### src/rtl/steer_pkg.sv
// Shared types and constants for the steering command controller.
package steer_pkg;

    localparam int Y_W = 10;
    localparam logic [Y_W-1:0] CENTER_DEF = 10'd512;

    typedef enum logic [1:0] {
        ST_IDLE     = 2'd0,
        ST_TRACK    = 2'd1,
        ST_FAILSAFE = 2'd2
    } steer_state_t;

endpackage

### src/rtl/steer_cmd_ctrl_slew_limiter.sv
// Combinational slew limiter: moves y_cur toward target by at most SLEW_STEP.
module slew_limiter
    import steer_pkg::*;
#(
    parameter int SLEW_STEP = 8
) (
    input  logic [Y_W-1:0] target,
    input  logic [Y_W-1:0] y_cur,
    output logic [Y_W-1:0] y_next
);

    localparam logic [Y_W:0]   STEP_W = (Y_W + 1)'(SLEW_STEP);
    localparam logic [Y_W-1:0] STEP_Y = Y_W'(SLEW_STEP);

    logic signed [Y_W:0] diff_s;
    logic        [Y_W:0] mag_s;

    // Signed distance to the target, its magnitude, and the limited next value
    always_comb begin
        diff_s = $signed({1'b0, target}) - $signed({1'b0, y_cur});
        if (diff_s[Y_W]) begin
            mag_s = $unsigned(-diff_s);
        end else begin
            mag_s = $unsigned(diff_s);
        end
        if (mag_s <= STEP_W) begin
            y_next = target;
        end else if (diff_s[Y_W]) begin
            y_next = y_cur - STEP_Y;
        end else begin
            y_next = y_cur + STEP_Y;
        end
    end

endmodule

### src/rtl/steer_cmd_ctrl.sv
// Steering command controller: SPI/test arbitration, link-loss failsafe and
// frame-aligned slew-limited release of the steering command.
module steer_cmd_ctrl
    import steer_pkg::*;
#(
    parameter logic [Y_W-1:0] CENTER         = CENTER_DEF,
    parameter int             SLEW_STEP      = 8,
    parameter int             TIMEOUT_FRAMES = 50
) (
    input  logic           clk,
    input  logic           rst,
    input  logic           enable,
    input  logic           frame_start,
    input  logic [Y_W-1:0] spi_y,
    input  logic           spi_valid,
    input  logic           test_req,
    input  logic [Y_W-1:0] test_y,
    output logic [Y_W-1:0] y_cmd,
    output logic           y_cmd_upd,
    output logic           link_lost,
    output logic [1:0]     state
);

    localparam logic [8:0] TIMEOUT_W = 9'(TIMEOUT_FRAMES);

    steer_state_t   state_r, state_next_s;
    logic [7:0]     miss_r, miss_next_s;
    logic [8:0]     miss_inc_s;
    logic           link_lost_r;
    logic [Y_W-1:0] tgt_spi_r;
    logic           fresh_r;
    logic           test_req_r;
    logic [Y_W-1:0] test_y_r;
    logic [Y_W-1:0] target_s;
    logic [Y_W-1:0] y_next_s;
    logic [Y_W-1:0] y_cmd_r;
    logic           y_cmd_upd_r;

    // State, miss counter and link-lost flag registers
    always_ff @(posedge clk) begin
        if (rst) begin
            state_r     <= ST_IDLE;
            miss_r      <= 8'd0;
            link_lost_r <= 1'b0;
        end else begin
            state_r     <= state_next_s;
            miss_r      <= miss_next_s;
            link_lost_r <= (state_next_s == ST_FAILSAFE);
        end
    end

    // Next-state and miss-count logic; a sample arriving on the frame edge
    // still counts as fresh for the frame that is ending
    always_comb begin
        state_next_s = state_r;
        miss_next_s  = miss_r;
        miss_inc_s   = {1'b0, miss_r} + 9'd1;
        if (!enable) begin
            state_next_s = ST_IDLE;
            miss_next_s  = 8'd0;
        end else begin
            case (state_r)
                ST_IDLE: begin
                    if (spi_valid) begin
                        state_next_s = ST_TRACK;
                        miss_next_s  = 8'd0;
                    end else begin
                        state_next_s = ST_IDLE;
                    end
                end
                ST_TRACK: begin
                    if (frame_start) begin
                        if (fresh_r || spi_valid) begin
                            miss_next_s = 8'd0;
                        end else if (miss_inc_s >= TIMEOUT_W) begin
                            miss_next_s  = miss_inc_s[7:0];
                            state_next_s = ST_FAILSAFE;
                        end else begin
                            miss_next_s = miss_inc_s[7:0];
                        end
                    end else begin
                        miss_next_s = miss_r;
                    end
                end
                ST_FAILSAFE: begin
                    if (spi_valid) begin
                        state_next_s = ST_TRACK;
                        miss_next_s  = 8'd0;
                    end else begin
                        state_next_s = ST_FAILSAFE;
                    end
                end
                default: begin
                    state_next_s = ST_IDLE;
                    miss_next_s  = 8'd0;
                end
            endcase
        end
    end

    // Sample latch, freshness flag and registered copy of the override inputs
    always_ff @(posedge clk) begin
        if (rst) begin
            tgt_spi_r  <= CENTER;
            fresh_r    <= 1'b0;
            test_req_r <= 1'b0;
            test_y_r   <= CENTER;
        end else begin
            if (spi_valid) begin
                tgt_spi_r <= spi_y;
            end
            if (frame_start) begin
                fresh_r <= 1'b0;
            end else if (spi_valid) begin
                fresh_r <= 1'b1;
            end
            test_req_r <= test_req;
            test_y_r   <= test_y;
        end
    end

    // Target selection from registered state and sources
    always_comb begin
        target_s = CENTER;
        case (state_r)
            ST_IDLE:     target_s = CENTER;
            ST_TRACK:    target_s = test_req_r ? test_y_r : tgt_spi_r;
            ST_FAILSAFE: target_s = test_req_r ? test_y_r : CENTER;
            default:     target_s = CENTER;
        endcase
    end

    slew_limiter #(
        .SLEW_STEP(SLEW_STEP)
    ) u_slew (
        .target(target_s),
        .y_cur (y_cmd_r),
        .y_next(y_next_s)
    );

    // Release the slewed command only on PWM frame boundaries
    always_ff @(posedge clk) begin
        if (rst) begin
            y_cmd_r     <= CENTER;
            y_cmd_upd_r <= 1'b0;
        end else begin
            y_cmd_upd_r <= frame_start;
            if (frame_start) begin
                y_cmd_r <= y_next_s;
            end
        end
    end

    assign y_cmd     = y_cmd_r;
    assign y_cmd_upd = y_cmd_upd_r;
    assign link_lost = link_lost_r;
    assign state     = state_r;

endmodule

### config.mk
export PLATFORM = sky130hd
export DESIGN_NAME = steer_cmd_ctrl
export DESIGN_NICKNAME = d
export VERILOG_FILES = /design/src/rtl/steer_pkg.sv /design/src/rtl/steer_cmd_ctrl_slew_limiter.sv /design/src/rtl/steer_cmd_ctrl.sv
export SDC_FILE = /design/constraint.sdc
export NUM_CORES = 1
export LEC_CHECK = 0
export BUFFER_PORTS_ARGS = -buffer_cell sky130_fd_sc_hd__buf_2
export CORE_ASPECT_RATIO = 1.75
export CORE_UTILIZATION = 50
export CTS_BUF_LIST = sky130_fd_sc_hd__clkbuf_4
export DETAILED_ROUTE_END_ITERATION = 16
export PLACE_DENSITY = 0.8
export SYNTH_ARGS = -nofsm -noshare
export SYNTH_HDL_FRONTEND = slang
export SYNTH_SLANG_ARGS = --single-unit
### constraint.sdc
create_clock -name clk -period 5.6 [get_ports clk]
set_input_delay 1.4 -clock clk [delete_from_list [all_inputs] [get_ports clk]]
set_output_delay 1.4 -clock clk [all_outputs]
set_load 0.02 [all_outputs]
==> impl_metrics.ini, run 1 <==
[floorplanning]
dieHeight_microns = 105
dieArea_sq_um = 6360
start_util = 0.517
coreArea_sq_um = 5830
ios = 40
rows = 37
die_x_microns = 60.7

[global_routing]
grt_overflow_total = 0
use_met1 = 0.268
antenna_found_initial = 0
grt_pass1_wl_microns = 12000
use_met3 = 0.0347
grt_pass1_vias = 2678
grt_busiest_layer = met2
grt_max_degree = 36
grt_use_met2 = 0.435
grt_use_total = 0.249

[logic_synthesis]
synthMostInstantiatedCell = dfxtp_1
yosysSeqAreaShare = 0.292
async_reset_ff_frac = 0
synth_cell_types = 66
synth_flop_cell = dfxtp_1
synthCells = 355
syn_area_per_cell_sq_um = 8.50
synth_top_area_frac = 0.292
synth_commonest_cells = dfxtp_1, nor2_1, nor2b_1
synth_top_cell_by_area = dfxtp_1
ys_ff_latch = 44
synth_edf_count = 0
ys_top_cells_by_area = dfxtp_1, ha_1, nor2b_1, nor2_1, a21oi_1
yosys_warnings = 0
syn-cell-area_sq_um = 3020
syn_nets = 405

[critical_path]
crit_required_ns = 5.86
end_kind = register
cp.arrival_ns = 5.23
crit_fanout = 11
critical_path.startpoint_type = register
critPathKind = reg2reg

[cells_and_area]
area_delta_synth_final_pct = 8.38
drive_above_1_share = 0.161
n_fill_cell = 580
num_antenna_cells = 0
final_area_sq_um = 3270
nets = 436

[timing]
fmax_ghz = 0.201
report.final.hold_viol_count = 0
tightest_slew_ns = 0.591
fin_crit_sh = 0.889
max-slew-margin-rel = 0.600
final.setup_skew_ns = 0.0215
setup_tns_ns = 0
setup_viol = 0
slew_violations = 0
whs_ns = 0.486
fin_ws_ns = 0.624
period_needed_ns = 4.98
rsz0062_at_grt = no

[detailed_routing]
num_vias = 2697
first_pass_iters = 4
postRouteAntennaNets = 0
finalWirelength_microns = 7070
drc = 0
wl_per_cell_microns = 15.2
drtIter0Drc = 114
routed_via_density = 5.81

[power_and_ir_drop]
power_density_nw_per_um2 = 441
vdd_ir_drop_max_mv = 0.297
p_int_w = 0.000769
switching_share = 0.467
finalPower_w = 0.00144
leakage_nw = 1.36
p_sw_w = 0.000673
power_frac_seq = 0.262
power_frac_comb = 0.638
pwr-share-clk = 0.100

[placed_design]
post-dp-hpwl_microns = 5600
io_buffers = 39
place_congestion = 0.954
placed_cell_area_sq_um = 3220
dpl_worst_slack_ns = 0.684

[cts]
hold_buffers = 0
htree_levels = 2
clkSinkCount = 44
postCtsResizedCells = 0
clk_pin_slew_worst_paths_ns = 0.13
clock_latency_ns = 0.36
numCtsBuffers = 5
cts_tree = yes
postCtsSetupBuffers = 0
root_buffer = clkbuf_4
clockBufferDepth = 2

[hold_path]
hold_class = reg2reg

[status]
outcome = complete, no violations

[job]
drv_cap = 0
-- critical path, stage by stage, from the launching register on --
cell	delay [ns]
dfxtp_1	0.44
ha_1	0.32
nor2_1	0.08
nor2_1	0.43
a22oi_1	0.19
nor2b_1	0.19
ha_1	0.40
and3_2	0.31
a221oi_4	0.32
o221ai_1	0.18
a21oi_2	0.46
ha_1	0.37
a21o_1	0.19
a21oi_1	0.21
o21bai_1	0.09
a21oi_1	0.17
xnor2_1	0.15
xnor2_1	0.14
o211ai_1	0.10
o311a_1	0.14
-- stage by stage --
step,instances,util
2_1_floorplan,355,-
4_1_cts,464,0.560
5_1_grt,464,0.560
3_5_place_dp,457,0.552
3_3_place_gp,457,0.552
6_report,464,0.560
-- per-layer routing --
layer / part of all wire / vias up
li1: - / 1349
met1: 0.38 / 1256
met2: 0.54 / 62
met3: 0.028 / 30
met4: 0.054 / 0
met5: 0 / -
-- cell type report --
type / count / area [sq um] / share of cell area
Timing Repair Buffer: 40 / 203 / 0.0620
Multi-Input combinational cell: 273 / 1960 / 0.598
Clock buffer: 6 / 45.0 / 0.0138
Inverter: 22 / 82.6 / 0.0253
Clock inverter: 1 / 5.00 / 0.00153
Sequential cell: 44 / 881 / 0.269
Tap cell: 78 / 97.6 / 0.0299
-- logic make-up (layout without fill, tap and decap cells) --
kind of cell	after synthesis	in the layout	synth area share
and+or+nand+nor	126	126	0.219
xor gates and xnor gates	16	16	0.0535
buffers and inverters	38	69	0.0597
DFF	44	44	0.292
muxes	10	10	0.0332
adders and majority gates	24	24	0.105
AOI/OAI and AO/OA	97	97	0.238
-- layout by cell type, fill, tap and decap left out, drive strengths merged, types with 2 or more instances in the layout --
cell type / Yosys / layout
clkbuf: 9 / 6
nand3: 12 / 12
ha: 22 / 22
and3: 7 / 7
a22o: 2 / 2
o311a: 2 / 2
a21oi: 23 / 23
a22oi: 10 / 10
or3b: 4 / 4
xor2: 4 / 4
nand2: 13 / 13
o211ai: 4 / 4
inv: 22 / 22
xnor2: 11 / 11
o31ai: 3 / 3
mux2i: 10 / 10
a31oi: 4 / 4
and2: 3 / 3
nor2b: 26 / 26
a211oi: 3 / 3
dfxtp: 44 / 44
a311oi: 6 / 6
or2: 2 / 2
nor3: 7 / 7
buf: 7 / 40
nand2b: 3 / 3
a21o: 5 / 5
fa: 2 / 2
o21bai: 3 / 3
o22ai: 5 / 5
nor2: 38 / 38
nand4: 4 / 4
nor4: 2 / 2
o21ai: 10 / 10
-- final timing paths --
path | start | to | slack, ns | cells after the start
max | state[0] | y_cmd[9] | 0.62 | 19
min | fresh_r | fresh_r | 0.49 | 2
max reg2reg | state[0] | y_cmd[9] | 0.62 | 19
min reg2reg | fresh_r | fresh_r | 0.49 | 2
-- power groups by stage --
| stage | clock network [W] | registers, W | logic [W] |
|---|---|---|---|
| final | 0.000144 | 0.000378 | 0.000919 |
| after global routing | 0.000163 | 0.000381 | 0.000996 |
| after CTS | 0.000151 | 0.000377 | 0.000907 |
| after detailed placement | 0 | 0.000385 | 0.000901 |
| after global placement | 0 | 0.000385 | 0.000887 |
| after floorplan | 0 | 0.000401 | 0.000689 |
-- registers in the layout, indices dropped and copies added, names as in the netlist --
| name | count |
|---|---|
| state | 2 |
| fresh_r | 1 |
| miss_r | 8 |
| test_req_r | 1 |
| link_lost | 1 |
| y_cmd | 10 |
| y_cmd_upd | 1 |
| tgt_spi_r | 10 |
| test_y_r | 10 |
(Power assumes the default switching activity.)
==> run 2: changes to the inputs <==
Settings changed: CORE_ASPECT_RATIO 1.75 to 0.6.
==> run 2 against run 1 <==
Effect of this change:
- wire length increased by 7.8%
- maximum frequency increased by 1.2%
- worst setup slack gained 0.059 ns
- via count grew 4.9%
- cell count is 0.65% higher
- core utilization is 1.4 points higher
- register-to-register slack better by 0.06 ns
- clock skew is 0.012 ns lower
- sequential power hardly changed
- global-route usage grew 0.10 points
- count of clock-buffer cells in the layout fell by 1
- critical path type unchanged
- largest power group unchanged
- highest routed layer unchanged
==> impl_metrics.ini, run 2 (same netlist as run 1, synthesis figures left out) <==
[floorplanning]
start_util = 0.529
coreArea_sq_um = 5700
rows = 21
die_x_microns = 102
dieArea_sq_um = 6360
ios = 40
dieHeight_microns = 62.2

[critical_path]
crit_required_ns = 5.85
slowest_stage = nor2_1
reg2regPathDepth = 21
worstPathCellList = inv_1 > ha_1 > nor2_1 > nor2_1 > a22oi_1 > nor2b_1 > ha_1 > and3_2 > a221oi_4 > o221ai_1 > a21oi_2 > buf_4 > ha_1 > a21o_1 > a21oi_1 > o21bai_1 > a21oi_1 > xnor2_1 > xnor2_1 > o211ai_1 > o311a_1
cpMostUsedCell = ha_1
worst_path_largest_cell_delay_ns = 0.43
critical_path.startpoint_type = register
cp.arrival_ns = 5.17
end_kind = register
critPathKind = reg2reg
crit_fanout = 11

[detailed_routing]
drtIter0Drc = 234
postRouteAntennaNets = 0
finalWirelength_microns = 7620
drc = 0
wl_per_cell_microns = 16.3
first_pass_iters = 5
num_vias = 2829
routed_via_density = 6.06

[global_routing]
grt_max_degree = 36
grt_overflow_total = 0
grt_use_total = 0.250
grt_pass1_vias = 2414
grt_pass1_wl_microns = 12300
antenna_found_initial = 0

[placed_design]
placed_cell_area_sq_um = 3220
post-dp-hpwl_microns = 6010
place_congestion = 0.935
io_buffers = 39

[cells_and_area]
drive_above_1_share = 0.163
nets = 436
mostFrequentLayoutCell = dfxtp_1
final_area_sq_um = 3280
final_cell_mix = dfxtp_1, buf_2, nor2_1
num_antenna_cells = 0
area_delta_synth_final_pct = 8.67

[power_and_ir_drop]
vdd_ir_drop_max_mv = 0.220
power_frac_seq = 0.265
pwr-share-clk = 0.105
p_int_w = 0.000762
switching_share = 0.468
p_sw_w = 0.000671
power_frac_comb = 0.629
leakage_nw = 1.37
power_density_nw_per_um2 = 437

[cts]
htree_levels = 2
cts_tree = yes
root_buffer = clkbuf_4
clockBufferDepth = 2
postCtsResizedCells = 0
clkSinkCount = 44
numCtsBuffers = 5
hold_buffers = 0
clk_pin_slew_worst_paths_ns = 0.13
postCtsSetupBuffers = 0
clock_latency_ns = 0.35

[hold_path]
hold_depth = 2
hold_class = reg2reg

[timing]
setup_tns_ns = 0
fmax_ghz = 0.203
setup_viol = 0
tightest_slew_ns = 0.738
slew_violations = 0
whs_ns = 0.501
final.setup_skew_ns = 0.00934
rsz0062_at_grt = no
report.final.hold_viol_count = 0
fin_crit_sh = 0.878
max-slew-margin-rel = 0.502
period_needed_ns = 4.92

[status]
outcome = complete, no violations

[job]
drv_cap = 0
[run 2: cell count changes in the layout (fill, tap and decap cells not counted)]
| cell | delta |
|---|---|
| clkbuf_4 | -1 |
| clkinv_4 | +1 |
| clkinv_2 | +1 |
[run 2: routing by layer]
layer	vias up	routed length [microns]	global-route usage
met2	149	2920	0.326
met1	1314	3660	0.390
li1	1355	-	-
met5	-	0	0
met4	0	93	0.0589
met3	11	942	0.0732
[run 2: path summary, 6_finish.rpt]
path	slack, ns	to	from
worst max-delay path	0.68	y_cmd[9]	state[1]
worst min-delay path	0.50	fresh_r	fresh_r
worst max register to register	0.68	y_cmd[9]	state[1]
worst min register to register	0.50	fresh_r	fresh_r
[run 2: cell type report]
class | instances | area [sq um]
fill | 528 | 2420
multi-input combinational | 273 | 1960
sequential | 44 | 881
timing repair buffer | 40 | 203
tap | 80 | 100
inverter | 22 | 82.6
clock buffer | 5 | 37.5
clock inverter | 3 | 18.8
[run 2: critical path, delay by kind of cell (launching register included)]
kind	cells	cell delay [ns]
buffers and inverters	2	0.31
XOR/XNOR	2	0.29
AND/OR/NAND/NOR	4	1.04
adder cells (fa/ha/maj)	3	1.00
AO/OA/AOI/OAI	10	1.80
flip-flops	1	0.36
[run 2: power groups by stage]
stage | registers (W) | logic [W] | clock network, W
after floorplan | 0.000401 | 0.000689 | 0
after global placement | 0.000386 | 0.000862 | 0
after detailed placement | 0.000387 | 0.000879 | 0
after CTS | 0.000380 | 0.000883 | 0.000155
after global routing | 0.000384 | 0.000976 | 0.000169
final | 0.000380 | 0.000902 | 0.000151
[run 2: per-stage QoR]
step | instances | worst slack, ns | utilization | total power (W)
6_report | 467 | 0.683 | 0.575 | 0.00143
5_1_grt | 467 | 0.311 | 0.575 | 0.00153
4_1_cts | 467 | 0.734 | 0.575 | 0.00142
3_5_place_dp | 459 | 0.772 | 0.565 | 0.00127
3_3_place_gp | 459 | 1.02 | 0.565 | 0.00125
2_1_floorplan | 355 | 0.944 | - | 0.00109
